**config.mk**
```make
export PLATFORM = sky130hd
export DESIGN_NAME = mmio_bus_initiator
export DESIGN_NICKNAME = d
export VERILOG_FILES = /design/src/rtl/mmio_bus_initiator.sv
export SDC_FILE = /design/constraint.sdc
export NUM_CORES = 1
export LEC_CHECK = 0
export ABC_AREA = 1
export CAP_MARGIN = 25
export CORE_AREA = 2 2 160 162
export DETAILED_ROUTE_END_ITERATION = 7
export DIE_AREA = 0 0 162 164
export GPL_TIMING_DRIVEN = 0
export PLACE_DENSITY_LB_ADDON = 0.25
export SLEW_MARGIN = 20
export SYNTH_ARGS = -nofsm -noshare
export SYNTH_HDL_FRONTEND = slang
export SYNTH_SLANG_ARGS = --single-unit
export TNS_END_PERCENT = 30
```
**constraint.sdc**
```tcl
create_clock -name clk -period 5 [get_ports clk]
set_input_delay 1.5 -clock clk [delete_from_list [all_inputs] [get_ports clk]]
set_output_delay 1.5 -clock clk [all_outputs]
set_load 0.05 [all_outputs]
```
**src/rtl/mmio_bus_initiator.sv**
```systemverilog
`default_nettype none
// ============================================================================
//  Module      : mmio_bus_initiator
//  Description : Command-driven initiator for the FPRO MMIO bus. Commands
//                arrive on a valid/ready port and are queued in a small FIFO.
//                Each one becomes a single-cycle FPRO transaction (mmio_cs
//                with mmio_rd or mmio_wr). Exactly one response per command
//                is returned on a valid/ready port.
//  Optional    : `define MMIO_POLL_EN enables poll commands. A poll re-reads
//                an address until (rd & mask) == (value & mask), or until
//                POLL_LIMIT reads have mismatched.
//  Ports       : clk, rst (asynchronous, active low)
//                cmd_*  : command port (valid/ready, wr, addr, data, poll, mask)
//                rsp_*  : response port (valid/ready, data, wr echo, timeout)
//                mmio_* : FPRO bus (registered cs/wr/rd/addr/wr_data,
//                         combinational rd_data)
//                busy   : FSM not idle, or commands still queued
//  Revision    : 1.0  initial release
// ============================================================================
module mmio_bus_initiator #(
    parameter int CMD_DEPTH  = 4,
    parameter int POLL_LIMIT = 1024
) (
    input  logic        clk,
    input  logic        rst,
    input  logic        cmd_valid,
    output logic        cmd_ready,
    input  logic        cmd_wr,
    input  logic [20:0] cmd_addr,
    input  logic [31:0] cmd_data,
    input  logic        cmd_poll,
    input  logic [31:0] cmd_mask,
    output logic        rsp_valid,
    input  logic        rsp_ready,
    output logic [31:0] rsp_data,
    output logic        rsp_wr,
    output logic        rsp_timeout,
    output logic        mmio_cs,
    output logic        mmio_wr,
    output logic        mmio_rd,
    output logic [20:0] mmio_addr,
    output logic [31:0] mmio_wr_data,
    input  logic [31:0] mmio_rd_data,
    output logic        busy
);
    localparam int            c_AW    = $clog2(CMD_DEPTH);
    localparam logic [c_AW:0] c_DEPTH = (c_AW + 1)'(CMD_DEPTH);

    localparam logic [1:0] c_S_IDLE = 2'd0;
    localparam logic [1:0] c_S_BUS  = 2'd1;
`ifdef MMIO_POLL_EN
    localparam logic [1:0] c_S_CHK  = 2'd2;
`endif
    localparam logic [1:0] c_S_RESP = 2'd3;

    // ------------------------------------------------------------------
    // Command FIFO
    // ------------------------------------------------------------------
    logic [20:0]     r_fifo_addr [CMD_DEPTH];
    logic [31:0]     r_fifo_data [CMD_DEPTH];
    logic            r_fifo_wr   [CMD_DEPTH];
`ifdef MMIO_POLL_EN
    logic            r_fifo_poll [CMD_DEPTH];
    logic [31:0]     r_fifo_mask [CMD_DEPTH];
`endif
    logic [c_AW-1:0] r_wptr;
    logic [c_AW-1:0] r_rptr;
    logic [c_AW:0]   r_count;
    logic            r_not_empty;
    logic            w_push;
    logic            w_pop;

    // Ready comes only from the registered count. It is forced low while
    // reset is held.
    assign cmd_ready = rst & (r_count != c_DEPTH);
    assign w_push    = cmd_valid & cmd_ready;

    always_ff @(posedge clk) begin
        if (w_push) begin
            r_fifo_addr[r_wptr] <= cmd_addr;
            r_fifo_data[r_wptr] <= cmd_data;
            r_fifo_wr[r_wptr]   <= cmd_wr;
`ifdef MMIO_POLL_EN
            r_fifo_poll[r_wptr] <= cmd_poll;
            r_fifo_mask[r_wptr] <= cmd_mask;
`endif
        end
    end

    always_ff @(posedge clk or negedge rst) begin
        if (!rst) begin
            r_wptr      <= '0;
            r_rptr      <= '0;
            r_count     <= '0;
            r_not_empty <= 1'b0;
        end else begin
            if (w_push) r_wptr <= r_wptr + 1'b1;
            if (w_pop)  r_rptr <= r_rptr + 1'b1;
            case ({w_push, w_pop})
                2'b10:   r_count <= r_count + 1'b1;
                2'b01:   r_count <= r_count - 1'b1;
                default: r_count <= r_count;
            endcase
            // The pop side sees a new entry one cycle after it is written.
            // This gives the command-to-bus latency of two edges. A
            // continuously non-empty queue still sustains one command
            // every three cycles.
            r_not_empty <= (r_count != '0);
        end
    end

    // ------------------------------------------------------------------
    // Sequencer FSM
    // ------------------------------------------------------------------
    logic [1:0] r_state;
    logic [1:0] w_next;
    logic       w_start;
    logic       w_start_wr;
    logic       w_to_resp;
    logic       w_rsp_done;

`ifdef MMIO_POLL_EN
    localparam int              c_PW      = $clog2(POLL_LIMIT + 1);
    localparam logic [c_PW-1:0] c_PLIM_M1 = c_PW'(POLL_LIMIT - 1);
    logic            r_cur_poll;
    logic [31:0]     r_cur_mask;
    logic [c_PW-1:0] r_attempts;
    logic            w_match;
    logic            w_limit;
    logic            r_timeout;

    // During a poll, mmio_wr_data still holds the compare value and
    // rsp_data holds the latest read.
    assign w_match     = (((rsp_data ^ mmio_wr_data) & r_cur_mask) == '0);
    assign w_limit     = (r_attempts == c_PLIM_M1);
    assign rsp_timeout = r_timeout;
`else
    logic w_unused;
    assign w_unused    = &{1'b0, cmd_poll, cmd_mask, (POLL_LIMIT > 0)};
    assign rsp_timeout = 1'b0;
`endif

    always_ff @(posedge clk or negedge rst) begin
        if (!rst) r_state <= c_S_IDLE;
        else      r_state <= w_next;
    end

    always_comb begin
        w_next = r_state;
        case (r_state)
            c_S_IDLE: if (r_not_empty && (r_count != '0) && !rsp_valid) w_next = c_S_BUS;
`ifdef MMIO_POLL_EN
            c_S_BUS:  w_next = r_cur_poll ? c_S_CHK : c_S_RESP;
            c_S_CHK:  w_next = (w_match || w_limit) ? c_S_RESP : c_S_BUS;
`else
            c_S_BUS:  w_next = c_S_RESP;
`endif
            c_S_RESP: if (rsp_valid && rsp_ready) w_next = c_S_IDLE;
            default:  w_next = c_S_IDLE;
        endcase
    end

    always_comb begin
        w_start    = (w_next == c_S_BUS);
        w_pop      = (r_state == c_S_IDLE) && w_start;
        w_start_wr = w_pop && r_fifo_wr[r_rptr];
        w_to_resp  = (r_state != c_S_RESP) && (w_next == c_S_RESP);
        w_rsp_done = (r_state == c_S_RESP) && (w_next == c_S_IDLE);
    end

    // ------------------------------------------------------------------
    // Registered bus and response outputs
    // ------------------------------------------------------------------
    always_ff @(posedge clk or negedge rst) begin
        if (!rst) begin
            mmio_cs      <= 1'b0;
            mmio_wr      <= 1'b0;
            mmio_rd      <= 1'b0;
            mmio_addr    <= '0;
            mmio_wr_data <= '0;
            rsp_valid    <= 1'b0;
            rsp_data     <= '0;
            rsp_wr       <= 1'b0;
`ifdef MMIO_POLL_EN
            r_cur_poll   <= 1'b0;
            r_cur_mask   <= '0;
            r_attempts   <= '0;
            r_timeout    <= 1'b0;
`endif
        end else begin
            mmio_cs <= w_start;
            mmio_wr <= w_start_wr;
            mmio_rd <= w_start & ~w_start_wr;
            if (w_pop) begin
                mmio_addr    <= r_fifo_addr[r_rptr];
                mmio_wr_data <= r_fifo_data[r_rptr];
                rsp_wr       <= r_fifo_wr[r_rptr];
`ifdef MMIO_POLL_EN
                // A poll flag on a write is ignored.
                r_cur_poll   <= r_fifo_poll[r_rptr] & ~r_fifo_wr[r_rptr];
                r_cur_mask   <= r_fifo_mask[r_rptr];
                r_attempts   <= '0;
                r_timeout    <= 1'b0;
`endif
            end
            // Read data is captured at the edge that closes the bus cycle.
            if (r_state == c_S_BUS) rsp_data <= mmio_wr ? 32'd0 : mmio_rd_data;
`ifdef MMIO_POLL_EN
            if ((r_state == c_S_CHK) && !w_match) begin
                if (w_limit) r_timeout  <= 1'b1;
                else         r_attempts <= r_attempts + 1'b1;
            end
`endif
            if (w_to_resp)       rsp_valid <= 1'b1;
            else if (w_rsp_done) rsp_valid <= 1'b0;
        end
    end

    assign busy = (r_state != c_S_IDLE) || (r_count != '0);

endmodule
`default_nettype wire

```
# ---- Yosys cells after proc, flatten, opt, wreduce, memory -nomap -nowiden
# Memories as Yosys holds them, arrays and structs flattened. A register that Yosys moved wholly into a read port is not among the register bits.
# Cells that the tools add are included.
dict set report word_totals {
  output_inout_bits 93
  regBits 47
  latchBits 0
  mem_count 3
  mem_bits_ro 0
  inputBits 123
  ramBits 216
  wordCells 56
}
dict set report classes {
  addsub 4
  n_bitwise 4
  magnitude_cmp 0
  n_eq_ne 8
  reduce_logical 17
  n_div 0
  shifts 0
  mux 9
  n_mul 0
}
# name words word_bits read_ports rd_ports_with_merged_regs wr line
set memory_table {}
lappend memory_table {r_fifo_data 4 32 1 1 1 60} ;# logic [31:0] r_fifo_data [CMD_DEPTH];
lappend memory_table {r_fifo_addr 4 21 1 1 1 59} ;# logic [20:0] r_fifo_addr [CMD_DEPTH];
lappend memory_table {r_fifo_wr 4 1 1 0 1 61} ;# logic r_fifo_wr [CMD_DEPTH];
# op n
set ops {}
lappend ops {{32-bit two-way mux} 1}
lappend ops {{1-bit logical AND} 7}
lappend ops {{2-bit by 1-bit == test with 1-bit output, second input constant} 3}
lappend ops {{2-bit == test, second input constant} 3}
lappend ops {{2-bit one-hot mux with 3 select lines} 1}
lappend ops {{3-bit one-hot mux with 2 select lines} 1}
lappend ops {{2-bit nonzero test} 3}
lappend ops {{2-bit by 1-bit adder with 2-bit output, second input constant} 2}
lappend ops {{2-bit logical NOT} 2}
lappend ops {{1-bit two-way mux} 4}
lappend ops {{2-bit two-way mux} 2}
lappend ops {{3-bit by 1-bit adder with 3-bit output, second input constant} 1}
lappend ops {{1-bit AND} 3}
lappend ops {{1-bit logical NOT} 3}
lappend ops {{3-bit != test, second input constant} 1}
lappend ops {{3-bit nonzero test} 1}
lappend ops {{3-bit by 1-bit subtractor with 3-bit output, second input constant} 1}
lappend ops {{2-bit != test, second input constant} 1}
lappend ops {{1-bit logical OR} 1}
lappend ops {{1-bit inverter} 1}

# ---- Longest topological paths before layout
dict set report logic_depth {
  ltp_word 10
  depth_mapped 10
  depth_no_buf 10
}

# ---- Worst setup path before layout
# No wires, ideal clock.
dict set report synth_path {
  kind {in2reg}
  startpoint {in cmd_valid}
  endpoint {mem r_fifo_addr[0][0], enable pin}
  t_arrival_ns 3.984
  n_path_buf 0
  path_stages 2
  required_time_ns 4.534
  setup_ns 0.466
  setup_slack_ns 0.549
  path_cell_list {nand3_1 > nor2_1}
}
dict set report synth_between {
  elab_chain_cells 3
}
# element line
set synth_rtl {}
lappend synth_rtl {{from (decl)} 26} ;# input logic cmd_valid,
lappend synth_rtl {{1-bit AND} 76} ;# assign w_push = cmd_valid & cmd_ready;
lappend synth_rtl {{1-bit two-way mux} 79} ;# if (w_push) begin
lappend synth_rtl {{1-bit two-way mux (implied by the code)} 80} ;# r_fifo_addr[r_wptr] <= cmd_addr;
lappend synth_rtl {{to (decl)} 59}
# No other way between the ends.

# ---- Final worst setup path
dict set report layout_path {
  startpoint {in rst}
  endpoint {out cmd_ready}
}
dict set report layout_between {
  elab_chain_cells 1
}
# element line
set layout_rtl {}
lappend layout_rtl {{from (decl)} 25} ;# input logic rst,
lappend layout_rtl {{1-bit AND} 75} ;# assign cmd_ready = rst & (r_count != c_DEPTH);
lappend layout_rtl {{to (decl)} 27} ;# output logic cmd_ready,
# No other way between the ends.

==> impl_metrics.csv <==
group,metric,value,unit
run_status,status,"finished clean",
clock_network,cts_resized,0,
timing,max_freq,229,MHz
clock_network,cts_buffer_depth,3,
placed_design,gp_congestion,0.790,
synth,synth_fa_ha_area_frac,0.00635,
worst_setup_path,reg2reg_depth,6,
clock_network,cts_root_buf,"clkbuf_16",
synth,syn_area,13000,um^2
synth,synthTopCellsByCount,"515 x nand2_1, 231 x inv_1, 216 x edfxtp_1",
final_layout,area_growth,28.4,%
hold_path,min_path_cells,2,
power,power.static_leakage,0.00777,uW
synth,synth_most_common_cell,"nand2_1",
floorplan,start_util,0.524,
synth,yosys.area_share.simple,0.210,
timing,drv_slew,0,
grt,grt_overflow,0,
final_layout,drive_above_1_share,0.0660,
route,post_drt_wl_per_cell,16.1,um
final_layout,post-route-cell-area,16700,um^2
clock_network,h-tree-depth,1,
grt,first_global_vias,9340,
timing,setup_slack,0.638,ns
route,drc,0,
synth,yosysWarnings,0,
worst_setup_path,crit_fanout,42,
synth,synth_flop_cell,"edfxtp_1",
final_layout,final_net_count,1650,
timing,maxSlewHeadroom,0.548,
route,vias_per_cell,4.94,
floorplan,io_pins,216,
placed_design,placed_cell_area,15500,um^2
timing,setup_viol,0,
synth,synth_seq_cells,316,
timing,period_minus_slack,4.36,ns
clock_network,clkTransAtPathRegs,0.06,ns
worst_setup_path,path_class,"input port to output port",
synth,postSynthAreaPerCell,10.0,um^2
clock_network,cts_post_setup_buffers_inserted,0,
floorplan,core_area,24800,um^2
synth,syn_nets,1425,
timing,hold_viol_final,0,
synth,ys_seq_area_frac,0.691,
floorplan,die_h,164,um
grt,grt_max_degree,64,
synth,synth_top_family_by_area,"simple AND/OR/NAND/NOR gates",
placed_design,io_buffers,181,
power,ir_drop,373,uV
worst_setup_path,cp-start-kind,"input port",
timing,holdWs,0.475,ns
timing,rsz0062_at_grt,"false",
clock_network,ctsHoldBuffers,0,
timing,tns,0,ns
synth,synth_compound_area_frac,0.000770,
route,drt_pass1_iterations,5,
synth,synthXorXnorAreaFrac,0.00202,
synth,synth_area_leaders,"edfxtp_1 50%, dfrtp_1 19%, nand2_1 15%",
synth,synth_cell_types,21,
grt,grt_usage,0.229,
worst_setup_path,cp-end-kind,"output port",
power,powerDensity,613,nW/um^2
flow_run,cap_viol_max_count,0,
route,vias,9278,
clock_network,cts_inserted_buffers,31,
clock_network,clk_latency,0.56,ns
synth,synth_edf_count,216,
grt,grt_pass1_wl,47.4,mm
timing,fin_crit_sh,0.872,
grt,antenna_found_initial,3,
synth,synth_top_area_cell,"edfxtp_1",
placed_design,dp_hpwl,20.0,mm
clock_network,cts_sinks,316,
floorplan,num_rows,58,
route,wl,30.2,mm
synth,synth_top_area_frac,0.499,
hold_path,hold_class,"flip-flop to flip-flop",
synth,synthArstFlopShare,0.316,
route,drt_iter0_drc,651,
final_layout,nFillCells,1811,
route,ant_nets,0,
worst_setup_path,required,3.50,ns
worst_setup_path,cp_data_arrival_time,2.86,ns
synth,synthMuxAreaShare,0,
synth,synth_cells,1296,
clock_network,cts_tree,"done",
timing,tightest_slew,0.679,ns
placed_design,pre_cts_ws,0.614,ns
timing,finClkSkew,0.0106,ns
floorplan,die_area,26600,um^2
floorplan,fp.dieW,162,um
==> cell families after synthesis <==
family | count (synthesis)
AOI/OAI and AO/OA | 2
xor gates and xnor gates | 3
adders and majority gates | 6
buffers and inverters | 294
DFF | 316
other | 1
and+or+nand+nor | 674
==> path summary, 6_finish.rpt <==
check                                  start                  to  slack (ns)
worst max-delay path                     rst           cmd_ready        0.64
worst min-delay path            mmio_addr[1]        mmio_addr[1]        0.48
worst max register to register    r_count[0]  r_fifo_data[3][12]        2.56
worst min register to register  mmio_addr[1]        mmio_addr[1]        0.48
max in group asynchronous                rst        mmio_addr[8]        3.47
min in group asynchronous                rst        rsp_data[24]        0.87
==> metrics by stage <==
step / cells / utilization / total power (uW)
floorplan: 1296 / - / 6210
global placement: 1807 / 0.614 / 7500
detailed placement: 1818 / 0.626 / 7650
CTS: 1875 / 0.672 / 10300
global route: 1876 / 0.672 / 10800
finish: 1877 / 0.673 / 10200
==> flip-flops by register name (all words and copies together) (netlist names), 2 cells and up <==
register,count
rsp_data,32
r_count,3
r_fifo_addr,84
r_state,2
r_wptr,2
mmio_addr,21
r_fifo_wr,4
mmio_wr_data,32
r_fifo_data,128
r_rptr,2
==> final cells by class <==
cell class / instances / area (um^2) / share of cell area
tap: 330 / 413 / 0.0247
multi-input combinational: 686 / 2880 / 0.172
clock inverter: 23 / 373 / 0.0223
clock buffer: 34 / 787 / 0.0471
buffer: 56 / 273 / 0.0163
inverter: 238 / 893 / 0.0535
antenna: 2 / 5.00 / 0.000300
sequential: 316 / 8990 / 0.538
timing repair buffer: 192 / 2080 / 0.125
==> cells in the final DEF (no fill, tap or decap) <==
cell             synthesis  routed
inv_1                  231     231
diode_2                  0       2
nand3_1                145     145
clkinv_2                 0       2
buf_6                    3       4
dfrtp_1                100     100
clkdlybuf4s50_1          0     180
o21ai_0                  2       2
nor2_1                   8       4
clkinv_1                 0       6
ha_1                     5       5
clkinvlp_4               0       3
xnor2_1                  1       1
nor2_4                   0       4
nor2_2                   2       2
buf_1                    2       2
buf_4                    3       3
fa_1                     1       1
buf_12                   0       3
and2_1                   1       1
clkbuf_1                25      28
nand2_1                515     515
buf_2                   23      23
nand4_1                  3       3
buf_8                    0       1
bufinv_16                0      10
clkbuf_16                0      31
edfxtp_1               216     216
conb_1                   1       1
buf_16                   0       7
inv_2                    7       7
xor2_1                   2       2
inv_6                    0       2
==> per-layer routing <==
layer / wire (um) / global-route usage / share of wire
met5: 15 / 0 / 0.00050
met4: 818 / 0.0724 / 0.027
met3: 2100 / 0.0346 / 0.070
met2: 15100 / 0.414 / 0.50
met1: 12100 / 0.286 / 0.40
==> report_power, final <==
part	leakage, uW	internal, uW	switching (uW)	total [uW]
Clock	0.000554	1650	975	2620
Sequential	0.00321	3350	254	3610
Combinational	0.00401	1250	2750	4000
Total	0.00777	6250	3980	10200
==> critical path, cell delays in order <==
cell and delay, ns:
buf_6 0.35, and2_1 0.19, clkdlybuf4s50_1 0.81
(Power assumes the default switching activity.)
